**src/rtl/keccak_pkg.sv**
```systemverilog
// Shared types and helpers for the Keccak digest receive path.
package keccak_pkg;
  localparam int LANE_W = 64;
  localparam int NLANES = 25;

  typedef logic [LANE_W-1:0] lane_t;
  typedef logic [4:0]        lane_idx_t;

  typedef enum logic [1:0] {
    IDLE    = 2'd0,
    COLLECT = 2'd1,
    SEND    = 2'd2
  } rx_state_t;

  function automatic lane_t bswap64(input lane_t x);
    lane_t r;
    for (int b = 0; b < 8; b++) begin
      r[8*(7-b) +: 8] = x[8*b +: 8];
    end
    return r;
  endfunction
endpackage

```
**src/rtl/keccak_digest_rx.sv**
```systemverilog
// Collects a 25-lane permutation frame, keeps the first DIGEST_LANES lanes and re-emits them as a digest stream.
// Optional build macro KRX_BSWAP_EN byte-reverses each emitted lane (big-endian digest output).
module keccak_digest_rx
  import keccak_pkg::*;
#(
  parameter int DIGEST_LANES = 4
) (
  input  logic        clk,
  input  logic        rst,
  input  logic        pushin,
  output logic        stopin,
  input  logic        firstin,
  input  logic [63:0] din,
  output logic        pushout,
  input  logic        stopout,
  output logic        firstout,
  output logic        lastout,
  output logic [63:0] dout,
  output logic        err
);

  localparam int TX_W = (DIGEST_LANES > 1) ? $clog2(DIGEST_LANES) : 1;
  localparam logic [TX_W-1:0] TX_LAST   = TX_W'(DIGEST_LANES - 1);
  localparam lane_idx_t       KEEP_N    = lane_idx_t'(DIGEST_LANES);
  localparam lane_idx_t       LAST_LANE = lane_idx_t'(NLANES - 1);

  rx_state_t       state;
  lane_idx_t       rx_idx;
  logic [TX_W-1:0] tx_idx;
  lane_t           dbuf [DIGEST_LANES];
  lane_t           tx_lane;
  logic            accept;

  assign accept  = pushin & ~stopin;
  assign tx_lane = dbuf[tx_idx];

`ifdef KRX_BSWAP_EN
  assign dout = pushout ? bswap64(tx_lane) : '0;
`else
  assign dout = pushout ? tx_lane : '0;
`endif

  // Lane buffer: data only, no reset; a firstin lane always restarts at slot 0.
  always_ff @(posedge clk) begin
    if (accept && state != SEND) begin
      if (firstin) begin
        dbuf[0] <= din;
      end else if (state == COLLECT && rx_idx < KEEP_N) begin
        dbuf[rx_idx[TX_W-1:0]] <= din;
      end
    end
  end

  always_ff @(posedge clk or negedge rst) begin
    if (!rst) begin
      state    <= IDLE;
      rx_idx   <= '0;
      tx_idx   <= '0;
      stopin   <= 1'b0;
      pushout  <= 1'b0;
      firstout <= 1'b0;
      lastout  <= 1'b0;
      err      <= 1'b0;
    end else begin
      err <= 1'b0;
      case (state)
        IDLE: begin
          if (accept) begin
            if (firstin) begin
              rx_idx <= lane_idx_t'(1);
              state  <= COLLECT;
            end else begin
              err <= 1'b1;
            end
          end
        end
        COLLECT: begin
          if (accept) begin
            if (firstin) begin
              err    <= 1'b1;
              rx_idx <= lane_idx_t'(1);
            end else if (rx_idx == LAST_LANE) begin
              state    <= SEND;
              rx_idx   <= '0;
              tx_idx   <= '0;
              stopin   <= 1'b1;
              pushout  <= 1'b1;
              firstout <= 1'b1;
              lastout  <= (TX_LAST == '0);
            end else begin
              rx_idx <= rx_idx + lane_idx_t'(1);
            end
          end
        end
        SEND: begin
          // Host stall freezes index and markers; dout follows tx_idx so it holds too.
          if (pushout && !stopout) begin
            if (tx_idx == TX_LAST) begin
              state    <= IDLE;
              pushout  <= 1'b0;
              stopin   <= 1'b0;
              firstout <= 1'b0;
              lastout  <= 1'b0;
            end else begin
              tx_idx   <= tx_idx + TX_W'(1);
              firstout <= 1'b0;
              lastout  <= (tx_idx == TX_LAST - TX_W'(1));
            end
          end
        end
        default: state <= IDLE;
      endcase
    end
  end

endmodule

```
**config.mk**
```make
export PLATFORM = sky130hd
export DESIGN_NAME = keccak_digest_rx
export DESIGN_NICKNAME = d
export VERILOG_FILES = /design/src/rtl/keccak_pkg.sv /design/src/rtl/keccak_digest_rx.sv
export SDC_FILE = /design/constraint.sdc
export NUM_CORES = 1
export LEC_CHECK = 0
export CORE_ASPECT_RATIO = 0.7
export CORE_MARGIN = 3
export CORE_UTILIZATION = 40
export CTS_BUF_LIST = sky130_fd_sc_hd__clkbuf_4
export DETAILED_ROUTE_END_ITERATION = 8
export GPL_ROUTABILITY_DRIVEN = 0
export GPL_TIMING_DRIVEN = 0
export PLACE_DENSITY_LB_ADDON = 0.05
export SKIP_CTS_REPAIR_TIMING = 1
export SKIP_LAST_GASP = 1
export SYNTH_ARGS = -nofsm -noshare
export SYNTH_HDL_FRONTEND = slang
export SYNTH_SLANG_ARGS = --single-unit
```
**constraint.sdc**
```tcl
create_clock -name clk -period 12 [get_ports clk]
set_input_delay 2.4 -clock clk [delete_from_list [all_inputs] [get_ports clk]]
set_output_delay 2.4 -clock clk [all_outputs]
set_load 0.01 [all_outputs]
```
[After elaboration in Yosys (flattened, before gate mapping)]
Memories as Yosys holds them, arrays and structs flattened.
Cells that the tools add are included.
Storage, ports and cells
  memories kept: 1
  register bits after elaboration: 13
  RAM bits: 256
  word-level logic and storage cells: 89
  output and inout port bits: 69
  input bits: 69
Memory list
  dbuf: words 4, width 64, read ports 1, clocked after memory_dff 0, wr ports 1, RTL line keccak_digest_rx.sv:30  | lane_t dbuf [DIGEST_LANES];
Operators by class
  bitwise logic cells: 2
  reductions and logical operators: 13
  eq/ne operators: 14
  add/subtract/negate cells: 2
  mux-type cells: 49
  $lt $le $gt $ge: 1
Operator list (count)
  2-to-1 mux 64 bit: 2
  OR reduction 64 bit: 1
  2-to-1 mux 2 bit: 13
  2-to-1 mux 5 bit: 5
  2-to-1 mux 1 bit: 22
  != test 2 bit (second input constant): 8
  AND reduction 6 bit: 2
  one-hot mux 5 bit (2 select lines): 1
  one-hot mux 1 bit (2 select lines): 4
  AND reduction 7 bit: 1
  equality test 2 bit (second input constant): 3
  one-hot mux 2 bit (3 select lines): 1
  adder 5 x 1 -> 5 bit (second input constant): 1
  equality test 5 bit (second input constant): 1
  < comparator 5 x 3 -> 1 bit (second input constant): 1
  AND reduction 5 bit: 1
  one-hot mux 2 bit (2 select lines): 1
  AND reduction 4 bit: 1
  nonzero test 2 bit: 2
  logical AND 1 bit: 3
  adder 2 x 1 -> 2 bit (second input constant): 1
  equality test 2 x 1 -> 1 bit (second input constant): 1
  logical NOT 2 bit: 1
  != test 2 x 1 -> 1 bit (second input constant): 1
  3 further kinds: 3

[Depth between registers and ports, before layout]
Gate-level depths: netlist of run 1.
  depth in word-level cells: 8
  depth in mapped cells: 7
  gate-level depth less buffers: 6

[Least setup slack after synthesis of run 1]
OpenSTA, ideal clock, no wires.
  path type: input -> register
  start point: input port pushin
  end point: memory dbuf[1][0] in the netlist's numbering, enable pin
  setup slack: 4354 ps
  data required time: 11435 ps
  stages on the path: 3
  path buffers: 0
  data arrival time: 7081 ps
  setup time: 565 ps
  path through: nor2b_1 > nand3_1 > nor3_1
Between the ends
  longest elaborated chain between the ends: 6
  elaborated cells on any way between the ends: 9
  classes of those cells: mux (6); bitwise (1); reduce/logical (2)
Ends and longest elaborated chain
  from (decl): RTL line keccak_digest_rx.sv:10  | input logic pushin,
  AND 1 bit *: RTL line keccak_digest_rx.sv:34  | assign accept = pushin & ~stopin;
  logical AND 1 bit *: RTL line keccak_digest_rx.sv:45  | if (accept && state != SEND) begin
  2-to-1 mux 1 bit: RTL line keccak_digest_rx.sv:45
  2-to-1 mux 1 bit (implied by the code): RTL line keccak_digest_rx.sv:49  | dbuf[rx_idx[TX_W-1:0]] <= din;
  OR reduction 64 bit (no line)
  2-to-1 mux 2 bit (no line) / 2-to-1 mux 1 bit (equally long branches)
  to (decl): RTL line keccak_digest_rx.sv:30
Every way passes the cells marked *; elsewhere a longest branch is shown, timed or not.

[Worst setup path in the final report of run 1]
  start point: register pushout
  end point: output port dout[32]
Between the ends
  longest elaborated chain between the ends: 1
Ends and longest elaborated chain
  from (decl): RTL line keccak_digest_rx.sv:14  | output logic pushout,
  from (signal assigned): RTL line keccak_digest_rx.sv:60  | pushout <= 1'b0;
  from (signal assigned): RTL line keccak_digest_rx.sv:87  | pushout <= 1'b1;
  from (signal assigned): RTL line keccak_digest_rx.sv:100  | pushout <= 1'b0;
  2-to-1 mux 64 bit: RTL line keccak_digest_rx.sv:40  | assign dout = pushout ? tx_lane : '0;
  to (decl): RTL line keccak_digest_rx.sv:18  | output logic [63:0] dout,
No other way between the ends.

==> results of run 1 <==
## sequential cells by signal (all words and copies together) (netlist names)
register,flops
dbuf,256
rx_idx,5
state,2
tx_idx,2
err,1
firstout,1
lastout,1
pushout,1
## cells in the mapped netlist, drive strengths merged, types with 3 or more instances
| library cell | instances |
|---|---|
| nor2b | 3 |
| nor2 | 8 |
| a31oi | 3 |
| dfrtp | 13 |
| a21oi | 5 |
| buf | 16 |
| edfxtp | 256 |
| nand2 | 9 |
| nand2b | 6 |
| and2 | 65 |
| clkbuf | 10 |
| mux4 | 64 |
| ha | 5 |
| nor3 | 4 |
| inv | 3 |
| o21ai | 9 |
## logic make-up after synthesis
group                      count (synthesis)  synth area share [%]
AOI/OAI and AO/OA                         29                  2.04
adders and majority gates                  5                 0.594
buffers and inverters                     29                  1.49
DFF                                      269                  76.1
muxes                                     64                  13.7
and+or+nand+nor                          106                  6.08
## area by class of cell
class,count,share of cell area (%)
sequential,269,59.3
multi-input combinational,204,17.7
timing repair buffer,157,12.2
clock buffer,100,5.55
tap,357,3.30
buffer,26,1.07
clock inverter,13,0.768
inverter,3,0.0833
antenna,2,0.0370
## how the worst min path moves through the flow
stage | startpoint | endpoint | slack [ps] | depth (start not counted)
global route | lastout | lastout | 580 | 1
global placement | lastout | lastout | 510 | 1
floorplan | rx_idx[0] | rx_idx[0] | 530 | 2
detailed placement | lastout | lastout | 490 | 1
finish | lastout | lastout | 500 | 1
CTS | lastout | lastout | 510 | 1
## routing by layer
metal / global-route usage [%] / up-vias / wire [um]
met5: 0 / - / 0
met4: 6.35 / 0 / 464
met3: 5.36 / 43 / 1460
met2: 26.4 / 169 / 10700
met1: 20.6 / 2764 / 9260
li1: - / 2535 / -
## power by group through the flow
stage               Sequential [W]  Clock, W  Combinational, W
finish                     0.00111  0.000760          0.000146
global route               0.00112  0.000848          0.000159
CTS                        0.00111  0.000794          0.000149
detailed placement         0.00113         0          0.000149
global placement           0.00114         0          0.000122
floorplan                  0.00113         0         0.0000658
## worst register-to-register path, cell delays in order (launching register included)
cell and delay (ps):
sky130_fd_sc_hd__dfrtp_1 380, sky130_fd_sc_hd__buf_2 190, sky130_fd_sc_hd__nor4_1 390, sky130_fd_sc_hd__nand3_1 270, sky130_fd_sc_hd__nor3_2 530, sky130_fd_sc_hd__buf_6 260, sky130_fd_sc_hd__buf_6 190, sky130_fd_sc_hd__buf_6 190
## stage by stage
stage / cells / power (W)
final: 1131 / 0.00202
after global routing: 1131 / 0.00212
after CTS: 1129 / 0.00205
after detailed placement: 1016 / 0.00128
after global placement: 996 / 0.00127
after floorplan: 502 / 0.00120
==> impl_metrics.xml, run 1 <==
<?xml version="1.0" encoding="UTF-8"?>
<metrics>
  <group name="status">
    <metric name="status" unit="">complete, no violations</metric>
  </group>
  <group name="setup_path">
    <metric name="worst_setup_path_startpoint" unit="">pushout</metric>
    <metric name="ff_to_ff_start" unit="">state[1]</metric>
    <metric name="critical_path.n_buffers_inverters" unit="">3</metric>
    <metric name="kind_of_cell_with_the_highest_combined_delay_on_the_critical_path" unit="">buffers and inverters</metric>
    <metric name="maximum_fanout_along_the_worst_path" unit="">10</metric>
    <metric name="r2r_setup_slk" unit="ps">9320</metric>
    <metric name="cp-start-kind" unit="">flop</metric>
    <metric name="dominant_cell_type_by_count_on_the_critical_path" unit="">sky130_fd_sc_hd__clkbuf_1</metric>
    <metric name="endpoint_kind" unit="">primary output</metric>
    <metric name="setup.worst_path.class" unit="">reg -&gt; out</metric>
    <metric name="worst_ep_arrival_time" unit="ps">3030</metric>
    <metric name="timing.critical_path.to" unit="">dout[32]</metric>
    <metric name="timing.critical_path.depth" unit="">4</metric>
    <metric name="worst_r2r_endpoint" unit="">dbuf[1][37]</metric>
    <metric name="cp_slowest_stage_delay" unit="ps">600</metric>
    <metric name="worstRegToRegCells" unit="">7</metric>
    <metric name="worst_path_required" unit="ps">9600</metric>
    <metric name="worstPathCellList" unit="">clkbuf_1 -&gt; clkbuf_1 -&gt; and2_1 -&gt; clkdlybuf4s50_1</metric>
    <metric name="worst_path_max_delay_cell" unit="">sky130_fd_sc_hd__clkdlybuf4s50_1</metric>
  </group>
  <group name="floorplan">
    <metric name="rows" unit="">49</metric>
    <metric name="initial_utilization" unit="%">40.8</metric>
    <metric name="die-height" unit="um">142</metric>
    <metric name="design.die.area" unit="mm2">0.0283</metric>
    <metric name="core-area" unit="mm2">0.0258</metric>
    <metric name="boundaryPins" unit="">138</metric>
    <metric name="width_of_the_die" unit="um">200</metric>
  </group>
  <group name="clocking">
    <metric name="cts.sink_count" unit="">269</metric>
    <metric name="cts_tree" unit="">yes</metric>
    <metric name="insertion_delay" unit="ps">650</metric>
    <metric name="ctsRootBufferMaster" unit="">sky130_fd_sc_hd__clkbuf_4</metric>
    <metric name="cts_buffers" unit="">68</metric>
    <metric name="clkTransAtPathRegs" unit="ps">70</metric>
    <metric name="clock_tree.buffer_depth" unit="">3</metric>
    <metric name="cts_htree_levels" unit="">3</metric>
  </group>
  <group name="layout">
    <metric name="final_nets" unit="">803</metric>
    <metric name="layout.cell_area.non_filler" unit="mm2">0.0135</metric>
    <metric name="area.growth.synth_to_final" unit="%">28.4</metric>
    <metric name="sequential_cell_area" unit="mm2">0.00801</metric>
    <metric name="final.fill_count" unit="">2115</metric>
    <metric name="multi_input_comb_area" unit="mm2">0.00239</metric>
    <metric name="post_route_cells_drive_above_1_share" unit="%">27.8</metric>
    <metric name="layout.cells.most_common" unit="">sky130_fd_sc_hd__edfxtp_1</metric>
    <metric name="final_cell_mix" unit="">sky130_fd_sc_hd__edfxtp_1, sky130_fd_sc_hd__clkdlybuf4s50_1, sky130_fd_sc_hd__clkbuf_4, sky130_fd_sc_hd__and2_1, sky130_fd_sc_hd__mux4_2</metric>
    <metric name="final_core_utilization" unit="%">52.4</metric>
  </group>
  <group name="yosys">
    <metric name="yosys-top-cells-area" unit="">sky130_fd_sc_hd__edfxtp_1, sky130_fd_sc_hd__mux4_2, sky130_fd_sc_hd__and2_1, sky130_fd_sc_hd__dfrtp_1, sky130_fd_sc_hd__ha_1</metric>
    <metric name="synth-seq-cells" unit="">269</metric>
    <metric name="average_cell_area_after_synthesis" unit="um2">21.0</metric>
    <metric name="yosys.area.top_type_share" unit="%">73.0</metric>
    <metric name="synth-async-reset-ratio" unit="%">4.83</metric>
    <metric name="syn_area" unit="mm2">0.0105</metric>
    <metric name="cell_count_after_synthesis" unit="">502</metric>
    <metric name="synth_top_area_cell" unit="">sky130_fd_sc_hd__edfxtp_1</metric>
    <metric name="synth-warning-count" unit="">0</metric>
    <metric name="syn_nets" unit="">576</metric>
    <metric name="synth_enable_flop_cells" unit="">256</metric>
    <metric name="main_flop_type_after_synthesis" unit="">sky130_fd_sc_hd__edfxtp_1</metric>
    <metric name="yosysSeqAreaShare" unit="%">76.1</metric>
    <metric name="distinct_cell_type_count_of_the_synthesized_netlist" unit="">40</metric>
  </group>
  <group name="sta">
    <metric name="slew_viol_final" unit="">0</metric>
    <metric name="final_hold_viol_count" unit="">0</metric>
    <metric name="setup_repair_after_global_routing_missed_its_margin" unit="">false</metric>
    <metric name="finalWorstPathRequiredPeriod" unit="ps">5430</metric>
    <metric name="setup_violations" unit="">0</metric>
    <metric name="worst_hold_slack" unit="ps">502</metric>
    <metric name="maxClockFrequency" unit="GHz">0.184</metric>
    <metric name="min_setup_slack_post_route" unit="ps">6570</metric>
    <metric name="least_margin_pin_slew" unit="ps">781</metric>
    <metric name="clock-skew-final" unit="ps">30.0</metric>
    <metric name="relSlewSlack" unit="%">47.8</metric>
    <metric name="timing.final.crit_share" unit="%">45.3</metric>
    <metric name="final.setup.tns" unit="ps">0</metric>
  </group>
  <group name="placed_design">
    <metric name="postPlaceCellArea" unit="mm2">0.0127</metric>
    <metric name="port_buffers" unit="">137</metric>
    <metric name="preCtsSetupSlack" unit="ps">6930</metric>
    <metric name="dp_hpwl" unit="um">14400</metric>
  </group>
  <group name="routing">
    <metric name="ant_nets" unit="">0</metric>
    <metric name="drtIter0Drc" unit="">256</metric>
    <metric name="routed-via-count" unit="">5511</metric>
    <metric name="drc" unit="">0</metric>
    <metric name="viasPerCell" unit="">4.87</metric>
    <metric name="routed_wire_length" unit="um">21900</metric>
    <metric name="wire_per_inst" unit="um">19.4</metric>
    <metric name="drt_pre_antenna_iters" unit="">5</metric>
  </group>
  <group name="global_routing">
    <metric name="grt_antenna_before_repair" unit="">1</metric>
    <metric name="grt_start_max_net_pins" unit="">26</metric>
    <metric name="grt_overflow_total" unit="">0</metric>
    <metric name="first_global_vias" unit="">6149</metric>
    <metric name="gr-usage-all-layers" unit="%">16.3</metric>
    <metric name="grt_pass1_wl" unit="um">34100</metric>
  </group>
  <group name="power_and_ir_drop">
    <metric name="power-per-cell-area" unit="mW/mm2">149</metric>
    <metric name="netSwitchingFraction" unit="%">21.4</metric>
    <metric name="power.share.sequential" unit="%">55.1</metric>
    <metric name="power.clock.fraction" unit="%">37.7</metric>
    <metric name="leakage" unit="nW">4.49</metric>
    <metric name="power.combinational.fraction" unit="%">7.2</metric>
    <metric name="power_switching" unit="W">0.000431</metric>
    <metric name="irDropWorstVdd" unit="uV">65.2</metric>
    <metric name="internal_power" unit="W">0.00159</metric>
  </group>
  <group name="run">
    <metric name="drv_cap" unit="">0</metric>
  </group>
  <group name="worst_hold_path">
    <metric name="hp-class" unit="">reg -&gt; reg</metric>
  </group>
</metrics>
No activity file was read; power rests on OpenSTA's default activity.
==> inputs of run 2 (changes only) <==
clock period = 5.6 ns   (was 12 ns; I/O delays follow)
==> results of run 2 <==
The final DEF is identical to that of run 1. Status: complete, no violations.
Among the figures that moved: setup slack after placement 6930 ps -> 1810 ps; setup slack after layout 6570 ps -> 1450 ps; register-to-register setup slack 9320 ps -> 2920 ps; total power 0.00202 W -> 0.00432 W; worst IR drop on VDD 65.2 uV -> 140 uV
